[src/rtl/cache_ctrl_fsm_if.sv]
// ============================================================================
//  Module   : cache_ctrl_fsm_if
//  Brief    : Request, tag-lookup and memory handshake bundle for cache_ctrl_fsm.
//  Revision : 1.0
// ============================================================================
`default_nettype none

interface cache_ctrl_fsm_if #(
    parameter int CNT_WIDTH = 16
);
    logic                 req_valid;
    logic                 req_we;
    logic                 req_ready;
    logic                 hit;
    logic                 victim_dirty;
    logic                 lookup;
    logic                 mem_we;
    logic                 mem_re;
    logic                 mem_ack;
    logic                 fill_en;
    logic                 array_we;
    logic                 done;
    logic                 error;
    logic [CNT_WIDTH-1:0] hit_count;
    logic [CNT_WIDTH-1:0] miss_count;

    // The controller is the slave of this bundle; requester, tag array and memory form the master.
    modport slave (
        input  req_valid, req_we, hit, victim_dirty, mem_ack,
        output req_ready, lookup, mem_we, mem_re, fill_en, array_we, done, error,
               hit_count, miss_count
    );

    modport master (
        output req_valid, req_we, hit, victim_dirty, mem_ack,
        input  req_ready, lookup, mem_we, mem_re, fill_en, array_we, done, error,
               hit_count, miss_count
    );
endinterface

`default_nettype wire

[src/rtl/cache_ctrl_fsm.sv]
// ============================================================================
//  Module   : cache_ctrl_fsm
//  Brief    : Direct-mapped cache sequencer: lookup, victim writeback, line fill
//             with memory timeout, array access and saturating hit/miss counters.
//  Revision : 1.0
// ============================================================================
`default_nettype none

module cache_ctrl_fsm #(
    parameter int CNT_WIDTH      = 16,
    parameter int TIMEOUT_CYCLES = 255
) (
    input  wire logic             clk,
    input  wire logic             rst,
    cache_ctrl_fsm_if.slave       bus
);

    localparam int c_timer_w = (TIMEOUT_CYCLES < 2) ? 1 : $clog2(TIMEOUT_CYCLES);
    localparam logic [c_timer_w-1:0] c_timer_last = c_timer_w'(TIMEOUT_CYCLES - 1);
    localparam logic [c_timer_w-1:0] c_timer_one  = c_timer_w'(1);
    localparam logic [CNT_WIDTH-1:0] c_cnt_one    = CNT_WIDTH'(1);
    localparam logic [CNT_WIDTH-1:0] c_cnt_max    = '1;

    typedef enum logic [2:0] {
        S_IDLE      = 3'd0,
        S_LOOKUP    = 3'd1,
        S_WRITEBACK = 3'd2,
        S_FILL      = 3'd3,
        S_ACCESS    = 3'd4
    } state_t;

    state_t               state_q, state_d;
    logic                 op_we_q, op_we_d;
    logic [c_timer_w-1:0] timer_q, timer_d;
    logic [CNT_WIDTH-1:0] hit_count_q, hit_count_d;
    logic [CNT_WIDTH-1:0] miss_count_q, miss_count_d;

    logic w_req_ready;
    logic w_lookup;
    logic w_mem_we;
    logic w_mem_re;
    logic w_fill_en;
    logic w_array_we;
    logic w_done;
    logic w_error;
    logic w_timeout;

    assign w_timeout = (timer_q == c_timer_last) && !bus.mem_ack;

    always_ff @(posedge clk) begin
        if (!rst) begin
            state_q      <= S_IDLE;
            op_we_q      <= 1'b0;
            timer_q      <= '0;
            hit_count_q  <= '0;
            miss_count_q <= '0;
        end else begin
            state_q      <= state_d;
            op_we_q      <= op_we_d;
            timer_q      <= timer_d;
            hit_count_q  <= hit_count_d;
            miss_count_q <= miss_count_d;
        end
    end

    always_comb begin
        state_d      = state_q;
        op_we_d      = op_we_q;
        timer_d      = timer_q;
        hit_count_d  = hit_count_q;
        miss_count_d = miss_count_q;
        w_req_ready  = 1'b0;
        w_lookup     = 1'b0;
        w_mem_we     = 1'b0;
        w_mem_re     = 1'b0;
        w_fill_en    = 1'b0;
        w_array_we   = 1'b0;
        w_done       = 1'b0;
        w_error      = 1'b0;

        case (state_q)
            S_IDLE: begin
                w_req_ready = 1'b1;
                if (bus.req_valid) begin
                    op_we_d = bus.req_we;
                    state_d = S_LOOKUP;
                end
            end
            S_LOOKUP: begin
                w_lookup = 1'b1;
                timer_d  = '0;
                if (bus.hit) begin
                    state_d = S_ACCESS;
                    if (hit_count_q != c_cnt_max) begin
                        hit_count_d = hit_count_q + c_cnt_one;
                    end
                end else begin
                    state_d = bus.victim_dirty ? S_WRITEBACK : S_FILL;
                    if (miss_count_q != c_cnt_max) begin
                        miss_count_d = miss_count_q + c_cnt_one;
                    end
                end
            end
            S_WRITEBACK: begin
                w_mem_we = 1'b1;
                if (bus.mem_ack) begin
                    state_d = S_FILL;
                    timer_d = '0;
                end else if (w_timeout) begin
                    w_error = 1'b1;
                    w_done  = 1'b1;
                    state_d = S_IDLE;
                end else begin
                    timer_d = timer_q + c_timer_one;
                end
            end
            S_FILL: begin
                w_mem_re = 1'b1;
                if (bus.mem_ack) begin
                    w_fill_en = 1'b1;
                    state_d   = S_ACCESS;
                end else if (w_timeout) begin
                    w_error = 1'b1;
                    w_done  = 1'b1;
                    state_d = S_IDLE;
                end else begin
                    timer_d = timer_q + c_timer_one;
                end
            end
            S_ACCESS: begin
                w_array_we = op_we_q;
                w_done     = 1'b1;
                state_d    = S_IDLE;
            end
            default: begin
                state_d = S_IDLE;
            end
        endcase
    end

    // Reset is level-qualified on the outputs so nothing leaks while rst is held low.
    assign bus.req_ready  = rst & w_req_ready;
    assign bus.lookup     = rst & w_lookup;
    assign bus.mem_we     = rst & w_mem_we;
    assign bus.mem_re     = rst & w_mem_re;
    assign bus.fill_en    = rst & w_fill_en;
    assign bus.array_we   = rst & w_array_we;
    assign bus.done       = rst & w_done;
    assign bus.error      = rst & w_error;
    assign bus.hit_count  = rst ? hit_count_q  : '0;
    assign bus.miss_count = rst ? miss_count_q : '0;

endmodule

`default_nettype wire
[src/flat_wrapper.sv]
// flat-port wrapper written by rule: the top's interface ports become plain ports
module cache_ctrl_fsm_flat 
#(
    parameter int CNT_WIDTH      = 16,
    parameter int TIMEOUT_CYCLES = 255
)
  (clk, rst, bus_req_valid, bus_req_we, bus_hit, bus_victim_dirty, bus_mem_ack, bus_req_ready, bus_lookup, bus_mem_we, bus_mem_re, bus_fill_en, bus_array_we, bus_done, bus_error, bus_hit_count, bus_miss_count);
  cache_ctrl_fsm_if #(.CNT_WIDTH(CNT_WIDTH)) bus_i ();
  input  wire logic clk;
  input  wire logic rst;
  input wire logic [$bits(bus_i.req_valid)-1:0] bus_req_valid;
  input wire logic [$bits(bus_i.req_we)-1:0] bus_req_we;
  input wire logic [$bits(bus_i.hit)-1:0] bus_hit;
  input wire logic [$bits(bus_i.victim_dirty)-1:0] bus_victim_dirty;
  input wire logic [$bits(bus_i.mem_ack)-1:0] bus_mem_ack;
  output wire logic [$bits(bus_i.req_ready)-1:0] bus_req_ready;
  output wire logic [$bits(bus_i.lookup)-1:0] bus_lookup;
  output wire logic [$bits(bus_i.mem_we)-1:0] bus_mem_we;
  output wire logic [$bits(bus_i.mem_re)-1:0] bus_mem_re;
  output wire logic [$bits(bus_i.fill_en)-1:0] bus_fill_en;
  output wire logic [$bits(bus_i.array_we)-1:0] bus_array_we;
  output wire logic [$bits(bus_i.done)-1:0] bus_done;
  output wire logic [$bits(bus_i.error)-1:0] bus_error;
  output wire logic [$bits(bus_i.hit_count)-1:0] bus_hit_count;
  output wire logic [$bits(bus_i.miss_count)-1:0] bus_miss_count;
  assign bus_i.req_valid = bus_req_valid;
  assign bus_i.req_we = bus_req_we;
  assign bus_i.hit = bus_hit;
  assign bus_i.victim_dirty = bus_victim_dirty;
  assign bus_i.mem_ack = bus_mem_ack;
  assign bus_req_ready = bus_i.req_ready;
  assign bus_lookup = bus_i.lookup;
  assign bus_mem_we = bus_i.mem_we;
  assign bus_mem_re = bus_i.mem_re;
  assign bus_fill_en = bus_i.fill_en;
  assign bus_array_we = bus_i.array_we;
  assign bus_done = bus_i.done;
  assign bus_error = bus_i.error;
  assign bus_hit_count = bus_i.hit_count;
  assign bus_miss_count = bus_i.miss_count;
  cache_ctrl_fsm #(.CNT_WIDTH(CNT_WIDTH), .TIMEOUT_CYCLES(TIMEOUT_CYCLES)) u_core (.clk(clk), .rst(rst), .bus(bus_i));
endmodule
[config.mk]
export PLATFORM = sky130hd
export DESIGN_NAME = cache_ctrl_fsm_flat
export DESIGN_NICKNAME = d
export VERILOG_FILES = /design/src/rtl/cache_ctrl_fsm_if.sv /design/src/rtl/cache_ctrl_fsm.sv /design/src/flat_wrapper.sv
export SDC_FILE = /design/constraint.sdc
export NUM_CORES = 1
export LEC_CHECK = 0
export ABC_AREA = 1
export BUFFER_PORTS_ARGS = -buffer_cell sky130_fd_sc_hd__buf_2
export CAP_MARGIN = 20
export CORE_ASPECT_RATIO = 1.4
export CORE_UTILIZATION = 30
export DETAILED_ROUTE_END_ITERATION = 7
export PLACE_DENSITY = 0.51
export SLEW_MARGIN = 20
export SYNTH_ARGS = -nofsm -noshare
export SYNTH_HDL_FRONTEND = slang
export SYNTH_SLANG_ARGS = --single-unit
export TNS_END_PERCENT = 5
[constraint.sdc]
create_clock -name clk -period 2.05 [get_ports clk]
set_input_delay 0 -clock clk [delete_from_list [all_inputs] [get_ports clk]]
set_output_delay 0 -clock clk [all_outputs]
set_load 0.02 [all_outputs]
==> flow_summary.toml, run 1 <==
[placement]
place.detailed.hpwl_microns = 5830
place.detailed.instances = 670
dp_slack_ns = 0.356
port_buffers = 46
place.gp.congestion = 0.814

[clock_tree]
htree_num_levels = 2
clock_tree.root_cell = "sky130_fd_sc_hd__clkbuf_16"
clock_tree.buffer_depth = 2
tritoncts.num_buffers = 5
cts_sinks = 44
postCtsSetupBuffers = 0
clock_tree_from_tritoncts = "yes"
post_cts_resized = 0
clock_network_latency_to_the_later_pin_of_the_worst_skew_pair_ns = 0.29
clk_transition_reported_paths_ns = 0.07

[routing]
avgRoutedWirePerCell_microns = 11.5
vias = 3102
drt_first_iter_violations = 108
detailedRoute.firstPassIterationCount = 4
drt_wl_total_microns = 7800
drtAntennaViolNets = 0
drc = 0
routed_via_density = 4.57

[critical_path]
max_stage_delay_ns = 0.35
r2r_start = "u_core.hit_count_q[1]$_SDFFE_PN0P_"
timing.rr.end = "u_core.hit_count_q[8]$_SDFFE_PN0P_"
slowest_stage = "sky130_fd_sc_hd__nor2_4"
startpoint_type = "flip-flop"
critPathRequiredTime_ns = 2.28
cp_top_family = "simple AND/OR/NAND/NOR gates"
criticalPathCategory = "reg2reg"
cpMostUsedCell = "sky130_fd_sc_hd__nand2_1"
buffers_plus_inverters_on_the_worst_setup_path = 1
r2r_cells = 10
end_kind = "flip-flop"
timing.critical_path.arrival_ns = 1.91
worstPathCellList = "ha_1 -> nand3_2 -> inv_1 -> nand2_2 -> nor2_1 -> nor2_4 -> nand2_1 -> nand2_1 -> nand2_1 -> nor2_1"
r2r_setup_slack_ns = 0.37
critical_path_peak_fanout = 17

[yosys]
postSynth.asyncResetShare = 0
post-synth-top-area-fraction = 0.296
postSynthCellCount = 501
synthesis.nets = 512
synth_top_area_cell = "sky130_fd_sc_hd__dfxtp_1"
netlist_top_cells_area = "sky130_fd_sc_hd__dfxtp_1 (30%), sky130_fd_sc_hd__nand2_1 (21%), sky130_fd_sc_hd__inv_1 (9.8%)"
netlist_area_before_placement_sq_mm = 0.00298
synthesis.yosys.warnings = 0
ys_types = 30
synth_edf_count = 0
post_synth.cell_area_avg_sq_um = 5.94
seq_area_frac_synth = 0.296
dominantRegCellSynth = "sky130_fd_sc_hd__dfxtp_1"
yosys_register_bits = 44

[timing]
final_max_slew_viol_count = 0
setup_viol = 0
finalWorstSetupSlack_ns = 0.374
final-hold-violation-count = 1
maxClockFrequency_ghz = 0.596
slew_at_the_pin_with_the_worst_max_slew_slack_ns = 0.655
slew_headroom = 0.563
clock_skew_ns = 0.00778
rsz0062_at_grt = "no"
whs_ns = -0.00111
post-route-period-util = 0.818
period_needed_ns = 1.68
fin_setup_tns_ns = 0

[pwr]
cellLeakagePower_nw = 1.66
worst_ir_drop_on_vdd_mv = 0.328
total_power_per_unit_cell_area_mw_per_mm2 = 558

[finish]
design.final.nets = 557
layout.cells.most_common = "sky130_fd_sc_hd__nand2_1"
post-route-util = 0.365
layout-area-overhead-vs-synth_pct = 17.2
instances_no_fill = 679
fill_cells = 1102
final_cell_mix = "sky130_fd_sc_hd__nand2_1 (170), sky130_fd_sc_hd__inv_1 (78), sky130_fd_sc_hd__nor2_1 (65), sky130_fd_sc_hd__buf_2 (46), sky130_fd_sc_hd__dfxtp_1 (44)"
number_of_inserted_diodes = 0
final_layout_size_suffix_gt1_frac = 0.152

[floorplan]
initial_utilization = 0.311
fp.dieH_microns = 120
rows = 42
die_width_microns = 86.2
design.die.area_sq_mm = 0.0103
core_region_area_sq_mm = 0.00956
count_of_pins_on_the_block_boundary = 47

[hold_path]
worst_hold_path.num_cells = 3
min-delay-start = "bus_req_we"
min-delay-path-class = "in2reg"
whs_endpoint = "u_core.op_we_q$_SDFFE_PN0P_"

[outcome]
run_status = "complete, but fails checks"
violations = "negative hold slack"

[grt]
pin_count_of_the_biggest_net_entering_global_routing = 47
number_of_antenna_violations_at_the_first_check_in_global_routing = 0
grt_first_pass_wirelength_microns = 13100
grt_usage = 0.160
number_of_global_route_vias_before_repair = 2896
grt_remaining_overflow = 0

[job]
maxCapViolCount = 0
report_power, final:
| part | internal, W | total, W | switching, W |
|---|---|---|---|
| combinational | 0.0000634 | 0.000221 | 0.000157 |
| sequential | 0.000875 | 0.000896 | 0.0000216 |
| clock | 0.000481 | 0.000828 | 0.000347 |
| total | 0.00142 | 0.00195 | 0.000526 |
worst max path at each step:
stage / end / start / depth (start not counted) / slack [ns]
2_1_floorplan: u_core.hit_count_q[6]$_SDFFE_PN0P_ / u_core.hit_count_q[0]$_SDFFE_PN0P_ / 9 / 0.49
3_3_place_gp: u_core.hit_count_q[8]$_SDFFE_PN0P_ / u_core.hit_count_q[1]$_SDFFE_PN0P_ / 10 / 0.39
3_5_place_dp: u_core.hit_count_q[8]$_SDFFE_PN0P_ / u_core.hit_count_q[1]$_SDFFE_PN0P_ / 10 / 0.36
4_1_cts: u_core.hit_count_q[8]$_SDFFE_PN0P_ / u_core.hit_count_q[1]$_SDFFE_PN0P_ / 10 / 0.35
5_1_grt: u_core.hit_count_q[8]$_SDFFE_PN0P_ / u_core.hit_count_q[1]$_SDFFE_PN0P_ / 10 / 0.17
6_report: u_core.hit_count_q[8]$_SDFFE_PN0P_ / u_core.hit_count_q[1]$_SDFFE_PN0P_ / 10 / 0.37
logic make-up (layout without fill, tap and decap cells):
| group | count (synthesis) | in the layout | share of synthesized area |
|---|---|---|---|
| simple gates | 294 | 294 | 0.425 |
| buf+inv | 95 | 141 | 0.127 |
| compound gates | 52 | 52 | 0.100 |
| flops | 44 | 44 | 0.296 |
| xor+xnor | 12 | 12 | 0.0353 |
| fa+ha+maj | 4 | 4 | 0.0168 |
repair_timing:
action	4_1_cts	5_1_grt
hold endpoints to repair	1	0
endpoints found under the setup margin	0	0
hold buffers	1	0
per-stage QoR:
step	hold WS [ns]	instance area [sq um]	total power, W
finish	-0.00111	3490	0.00195
floorplan	0.152	2980	0.00108
detailed placement	0.306	3330	0.00114
global route	0.0476	3490	0.00205
CTS	0.00207	3490	0.00199
global placement	0.303	3330	0.00113
cell type report:
cell class                      instances  area [sq um]  area share
Clock buffer                            6           139      0.0398
Sequential cell                        44           881       0.253
Clock inverter                          2          10.0     0.00287
Multi-Input combinational cell        362          1720       0.493
Timing Repair Buffer                   50           263      0.0753
Tap cell                              132           165      0.0473
Inverter                               83           312      0.0893
routing by layer:
metal / global-route usage / routed length [microns] / vias up
met3: 0.0282 / 237 / 6
li1: - / - / 1634
met1: 0.182 / 3460 / 1409
met5: 0 / 0 / -
met2: 0.296 / 4010 / 53
met4: 0.0510 / 94 / 0
sequential cells by signal, indices dropped and copies added, names as in the netlist:
name / flops
u_core.op_we_q: 1
u_core.timer_q: 8
u_core.state_q: 3
u_core.miss_count_q: 16
u_core.hit_count_q: 16
cells in the mapped netlist (all sizes together) (2+ instances only):
library cell  count
nand2           175
inv              83
nor2             74
dfxtp            44
a21oi            31
nand3            26
o21ai            15
nand4            14
clkbuf            8
xnor2             6
xor2              6
buf               4
ha                4
nor3              4
o21bai            4
o211ai            2
worst reg2reg max path, cell delays in order (launching register included):
cell and delay [ns]:
sky130_fd_sc_hd__dfxtp_1 0.34, sky130_fd_sc_hd__ha_1 0.25, sky130_fd_sc_hd__nand3_2 0.10, sky130_fd_sc_hd__inv_1 0.06, sky130_fd_sc_hd__nand2_2 0.11, sky130_fd_sc_hd__nor2_1 0.08
sky130_fd_sc_hd__nor2_4 0.35, sky130_fd_sc_hd__nand2_1 0.12, sky130_fd_sc_hd__nand2_1 0.08, sky130_fd_sc_hd__nand2_1 0.04, sky130_fd_sc_hd__nor2_1 0.09
No activity file was read; power rests on OpenSTA's default activity.
==> run 2, diff against run 1 <==
==> constraint.sdc (replaced) <==
create_clock -name clk -period 1.7 [get_ports clk]
set_input_delay 0 -clock clk [delete_from_list [all_inputs] [get_ports clk]]
set_output_delay 0 -clock clk [all_outputs]
set_load 0.02 [all_outputs]
==> flow_summary.toml, run 2 (synthesized netlist as in run 1, its figures left out) <==
[outcome]
run_status = "complete, but fails checks"
violations = "negative hold slack"

[finish]
number_of_inserted_diodes = 0
post-route-util = 0.384
final_layout_size_suffix_gt1_frac = 0.186
design.final.nets = 579
layout-area-overhead-vs-synth_pct = 23.4
final_cell_mix = "sky130_fd_sc_hd__nand2_1 (170), sky130_fd_sc_hd__inv_1 (78), sky130_fd_sc_hd__nor2_1 (62), sky130_fd_sc_hd__buf_2 (46), sky130_fd_sc_hd__dfxtp_1 (44)"
reg_top3 = "u_core.hit_count_q: 16 flops, u_core.miss_count_q: 16 flops, u_core.timer_q: 8 flops"
layout.cells.most_common = "sky130_fd_sc_hd__nand2_1"

[timing]
final_max_slew_viol_count = 0
finalWorstSetupSlack_ns = 0.111
clock_skew_ns = 0.00453
setup_viol = 0
whs_ns = -0.000839
maxClockFrequency_ghz = 0.629
final-hold-violation-count = 1
rsz0062_at_grt = "yes"
slew_headroom = 0.747
post-route-period-util = 0.935
slew_at_the_pin_with_the_worst_max_slew_slack_ns = 0.379
period_needed_ns = 1.59

[routing]
detailedRoute.firstPassIterationCount = 4
avgRoutedWirePerCell_microns = 11.3
drc = 0
drt_first_iter_violations = 107
routed_via_density = 4.42
drt_wl_total_microns = 7910
drtAntennaViolNets = 0
vias = 3097

[floorplan]
core_region_area_sq_mm = 0.00956
die_width_microns = 86.2
design.die.area_sq_mm = 0.0103
initial_utilization = 0.311
count_of_pins_on_the_block_boundary = 47
rows = 42
fp.dieH_microns = 120

[placement]
port_buffers = 46
dp_slack_ns = 0.0829
place.detailed.hpwl_microns = 5990
place.gp.congestion = 0.847

[critical_path]
end_kind = "flip-flop"
critPathRequiredTime_ns = 1.88
timing.critical_path.arrival_ns = 1.77
startpoint_type = "flip-flop"
critical_path_peak_fanout = 10
max_stage_delay_ns = 0.33
slowest_stage = "sky130_fd_sc_hd__dfxtp_1"
r2r_setup_slack_ns = 0.11
criticalPathCategory = "reg2reg"
worstPathCellList = "ha_1 -> nand3_2 -> inv_1 -> nand2_2 -> nor2_2 -> nor2_4 -> buf_4 -> buf_4 -> nor2_2 -> nor2_1"

[clock_tree]
clock_tree_from_tritoncts = "yes"
htree_num_levels = 2
clock_network_latency_to_the_later_pin_of_the_worst_skew_pair_ns = 0.29
clock_tree.root_cell = "sky130_fd_sc_hd__clkbuf_16"
clock_tree.buffer_depth = 2
clk_transition_reported_paths_ns = 0.06
tritoncts.num_buffers = 5
cts_sinks = 44

[pwr]
cellLeakagePower_nw = 1.78
total_power_per_unit_cell_area_mw_per_mm2 = 648
worst_ir_drop_on_vdd_mv = 0.317

[job]
maxCapViolCount = 0

[grt]
grt_remaining_overflow = 0
number_of_global_route_vias_before_repair = 2968
number_of_antenna_violations_at_the_first_check_in_global_routing = 0
grt_first_pass_wirelength_microns = 13700
grt_usage = 0.166
pin_count_of_the_biggest_net_entering_global_routing = 34

[hold_path]
min-delay-path-class = "in2reg"
==> run 2: changes by cell type in the layout (fill, tap and decap cells not counted) <==
cell,previous run,this run
sky130_fd_sc_hd__nor2_1,65,62
sky130_fd_sc_hd__nor2_4,4,5
sky130_fd_sc_hd__buf_4,3,25
sky130_fd_sc_hd__nand4_2,1,0
sky130_fd_sc_hd__clkinv_2,2,0
sky130_fd_sc_hd__clkbuf_1,0,2
sky130_fd_sc_hd__nor2_2,5,7
sky130_fd_sc_hd__nand4_4,1,2
==> run 2: final timing paths <==
path         cells after the start                            endpoint                          startpoint
min reg2reg                      2      u_core.timer_q[7]$_SDFFE_PN0P_      u_core.timer_q[7]$_SDFFE_PN0P_
max reg2reg                     10  u_core.hit_count_q[1]$_SDFFE_PN0P_  u_core.hit_count_q[0]$_SDFFE_PN0P_
max                             10  u_core.hit_count_q[1]$_SDFFE_PN0P_  u_core.hit_count_q[0]$_SDFFE_PN0P_
min                              3         u_core.op_we_q$_SDFFE_PN0P_                          bus_req_we
==> run 2: layout make-up <==
type / instances / area, sq um
multi-input combinational: 362 / 1740
inverter: 83 / 312
sequential: 44 / 881
fill: 1110 / 5890
tap: 132 / 165
timing repair buffer: 72 / 428
clock buffer: 8 / 146
==> run 2: critical path, delay by kind of cell, from the launching register on <==
kind / cells / cell delay (ns)
fa+ha+maj: 1 / 0.19
buf+inv: 3 / 0.43
flops: 1 / 0.33
simple gates: 6 / 0.54
==> run 2: through the flow <==
stage	instance area, sq um	hold WS [ns]	TNS [ns]	instances	power, W
after detailed placement	3470	0.307	0	689	0.00138
after global routing	3670	0.0445	-0.0274	701	0.00250
final	3670	-0.000839	0	701	0.00238
after global placement	3470	0.285	0	689	0.00137
after CTS	3630	0.00520	0	698	0.00241
after floorplan	2980	0.152	0	501	0.00130
==> run 2: where the power goes <==
group	total (W)	switching, W	internal (W)
Combinational	0.000287	0.000195	0.0000921
Sequential	0.00108	0.0000238	0.00105
Clock	0.00101	0.000426	0.000588
Total	0.00238	0.000645	0.00173
==> run 2: timing repair <==
action | in CTS | in global routing
setup buffers | 0 | 3
endpoints found under the hold margin | 1 | 0
hold buffers | 1 | 0
setup endpoints to repair | 0 | 17
gates resized for setup | 0 | 5
==> run 2: routing by layer <==
metal	GRT usage	part of all wire	routed length, microns
met5	0	0	0
met4	0.0635	0.016	130
met3	0.0296	0.027	217
met2	0.298	0.50	3980
met1	0.194	0.45	3590
==> run 3, diff against run 2 <==
--- a/config.mk
+++ b/config.mk
@@ -11,7 +11,7 @@
 export CORE_ASPECT_RATIO = 1.4
 export CORE_UTILIZATION = 30
 export DETAILED_ROUTE_END_ITERATION = 7
-export PLACE_DENSITY = 0.51
+export PLACE_DENSITY_LB_ADDON = 0.1
 export SLEW_MARGIN = 20
 export SYNTH_ARGS = -nofsm -noshare
 export SYNTH_HDL_FRONTEND = slang
==> flow_summary.toml, run 3 (synthesized netlist as in run 1, its figures left out) <==
[routing]
routedLengthMet1_microns = 3580
vias = 3146
routed_via_density = 4.46
drt_wl_total_microns = 8370
drc = 0
avgRoutedWirePerCell_microns = 11.9
highest-signal-layer = "met4"
drt_first_iter_violations = 113
detailedRoute.firstPassIterationCount = 4
drtAntennaViolNets = 0
route.met2.wl_microns = 4300
route.met3.wl_microns = 310

[clock_tree]
clock_tree.buffer_depth = 2
clock_tree.root_cell = "sky130_fd_sc_hd__clkbuf_16"
tritoncts.num_buffers = 5
clk_transition_reported_paths_ns = 0.06
cts_sinks = 44
htree_num_levels = 2
clock_tree_from_tritoncts = "yes"
clock_network_latency_to_the_later_pin_of_the_worst_skew_pair_ns = 0.29

[placement]
dp_slack_ns = 0.0324
place.gp.congestion = 0.781
port_buffers = 46
placed_area_sq_mm = 0.00349
place.detailed.hpwl_microns = 6270

[timing]
whs_ns = 0.0284
maxClockFrequency_ghz = 0.622
finalWorstSetupSlack_ns = 0.0930
final_max_slew_viol_count = 0
post-route-period-util = 0.945
rsz0062_at_grt = "no"
final-hold-violation-count = 0
period_needed_ns = 1.61
clock_skew_ns = 0.00282
slew_headroom = 0.669
setup_viol = 0
fin_setup_tns_ns = 0
slew_at_the_pin_with_the_worst_max_slew_slack_ns = 0.497

[floorplan]
rows = 42
core_region_area_sq_mm = 0.00956
initial_utilization = 0.311
fp.dieH_microns = 120
die_width_microns = 86.2
design.die.area_sq_mm = 0.0103
count_of_pins_on_the_block_boundary = 47

[critical_path]
timing.rr.end = "u_core.op_we_q$_SDFFE_PN0P_"
r2r_setup_slack_ns = 0.09
r2r_cells = 7
r2r_start = "u_core.state_q[1]$_SDFFE_PN0P_"
criticalPathCategory = "reg2reg"
startpoint_type = "flip-flop"
critical_path_peak_fanout = 4
critPathRequiredTime_ns = 1.88
timing.critical_path.arrival_ns = 1.79
end_kind = "flip-flop"

[grt]
pin_count_of_the_biggest_net_entering_global_routing = 47
grt_usage = 0.169
number_of_global_route_vias_before_repair = 2985
number_of_antenna_violations_at_the_first_check_in_global_routing = 0
grt_first_pass_wirelength_microns = 13800
grt_remaining_overflow = 0

[hold_path]
min-delay-start = "bus_victim_dirty"
worst_hold_path.num_cells = 4
min-delay-path-class = "in2reg"
whs_endpoint = "u_core.state_q[0]$_SDFFE_PN0P_"

[finish]
final_cell_mix = "sky130_fd_sc_hd__nand2_1 (170), sky130_fd_sc_hd__inv_1 (78), sky130_fd_sc_hd__nor2_1 (61), sky130_fd_sc_hd__buf_2 (46), sky130_fd_sc_hd__dfxtp_1 (42)"
fill_cells = 1098
number_of_inserted_diodes = 0
layout.cells.most_common = "sky130_fd_sc_hd__nand2_1"
fin_area_sq_mm = 0.00371
final_layout_size_suffix_gt1_frac = 0.199
reg_top3 = "u_core.hit_count_q: 16 flops, u_core.miss_count_q: 16 flops, u_core.timer_q: 8 flops"
layout-area-overhead-vs-synth_pct = 24.8
design.final.nets = 583

[pwr]
cellLeakagePower_nw = 1.79
total_power_per_unit_cell_area_mw_per_mm2 = 646
worst_ir_drop_on_vdd_mv = 0.364

[job]
maxCapViolCount = 0

[outcome]
run_status = "completed"
## run 3: changes by cell type in the layout (fill, tap and decap cells not counted), moves of 2 or more
cell | previous run | this run
sky130_fd_sc_hd__buf_4 | 25 | 27
sky130_fd_sc_hd__dfxtp_1 | 44 | 42
sky130_fd_sc_hd__dfxtp_2 | 0 | 2
sky130_fd_sc_hd__nor2_2 | 7 | 9
## run 3: metrics by stage
step                cells  utilization  total power, W
global placement      692        0.365         0.00139
finish                705        0.388         0.00240
CTS                   702        0.383         0.00242
floorplan             501            -         0.00130
detailed placement    692        0.365         0.00139
global route          705        0.388         0.00251
## run 3: how the worst max path moves through the flow
| stage | end | slack, ns | start |
|---|---|---|---|
| global route | u_core.op_we_q$_SDFFE_PN0P_ | 0.005 | u_core.state_q[1]$_SDFFE_PN0P_ |
| floorplan | u_core.hit_count_q[6]$_SDFFE_PN0P_ | 0.14 | u_core.hit_count_q[0]$_SDFFE_PN0P_ |
| global placement | u_core.hit_count_q[8]$_SDFFE_PN0P_ | 0.07 | u_core.hit_count_q[1]$_SDFFE_PN0P_ |
| detailed placement | u_core.hit_count_q[8]$_SDFFE_PN0P_ | 0.03 | u_core.hit_count_q[1]$_SDFFE_PN0P_ |
| CTS | u_core.hit_count_q[8]$_SDFFE_PN0P_ | 0.02 | u_core.hit_count_q[1]$_SDFFE_PN0P_ |
| finish | u_core.op_we_q$_SDFFE_PN0P_ | 0.09 | u_core.state_q[1]$_SDFFE_PN0P_ |
## run 3: power by group
| group | total [W] | switching (W) | internal [W] |
|---|---|---|---|
| Combinational | 0.000306 | 0.000203 | 0.000103 |
| Clock | 0.00101 | 0.000427 | 0.000586 |
| Sequential | 0.00108 | 0.0000239 | 0.00106 |
## run 3: repair_timing
action	in CTS	in global routing
setup endpoints to repair	0	23
endpoints found under the hold margin	1	0
resized for setup	0	9
setup buffers	0	2
hold buffers	2	0
## run 3: layout make-up
type,instances,area (sq um),share of cell area
Clock buffer,7,143,0.0384
Tap cell,132,165,0.0445
Multi-Input combinational cell,363,1750,0.472
Inverter,83,312,0.0839
Sequential cell,44,883,0.238
Timing Repair Buffer,75,453,0.122
Clock inverter,1,7.51,0.00202
## run 3: worst max-delay path, stage by stage, from the launching register on
cell	delay (ns)
sky130_fd_sc_hd__dfxtp_1	0.33
sky130_fd_sc_hd__inv_1	0.13
sky130_fd_sc_hd__nand2_2	0.10
sky130_fd_sc_hd__nor2_2	0.12
sky130_fd_sc_hd__nand2_1	0.08
sky130_fd_sc_hd__o21ai_0	0.14
sky130_fd_sc_hd__a21oi_1	0.05
sky130_fd_sc_hd__dlygate4sd3_1	0.55
## run 3: layer usage
metal  GRT usage  vias to the layer above
li1            -                     1681
met1       0.193                     1395
met2       0.306                       57
met3      0.0309                       13
met4      0.0646                        0
met5           0                        -
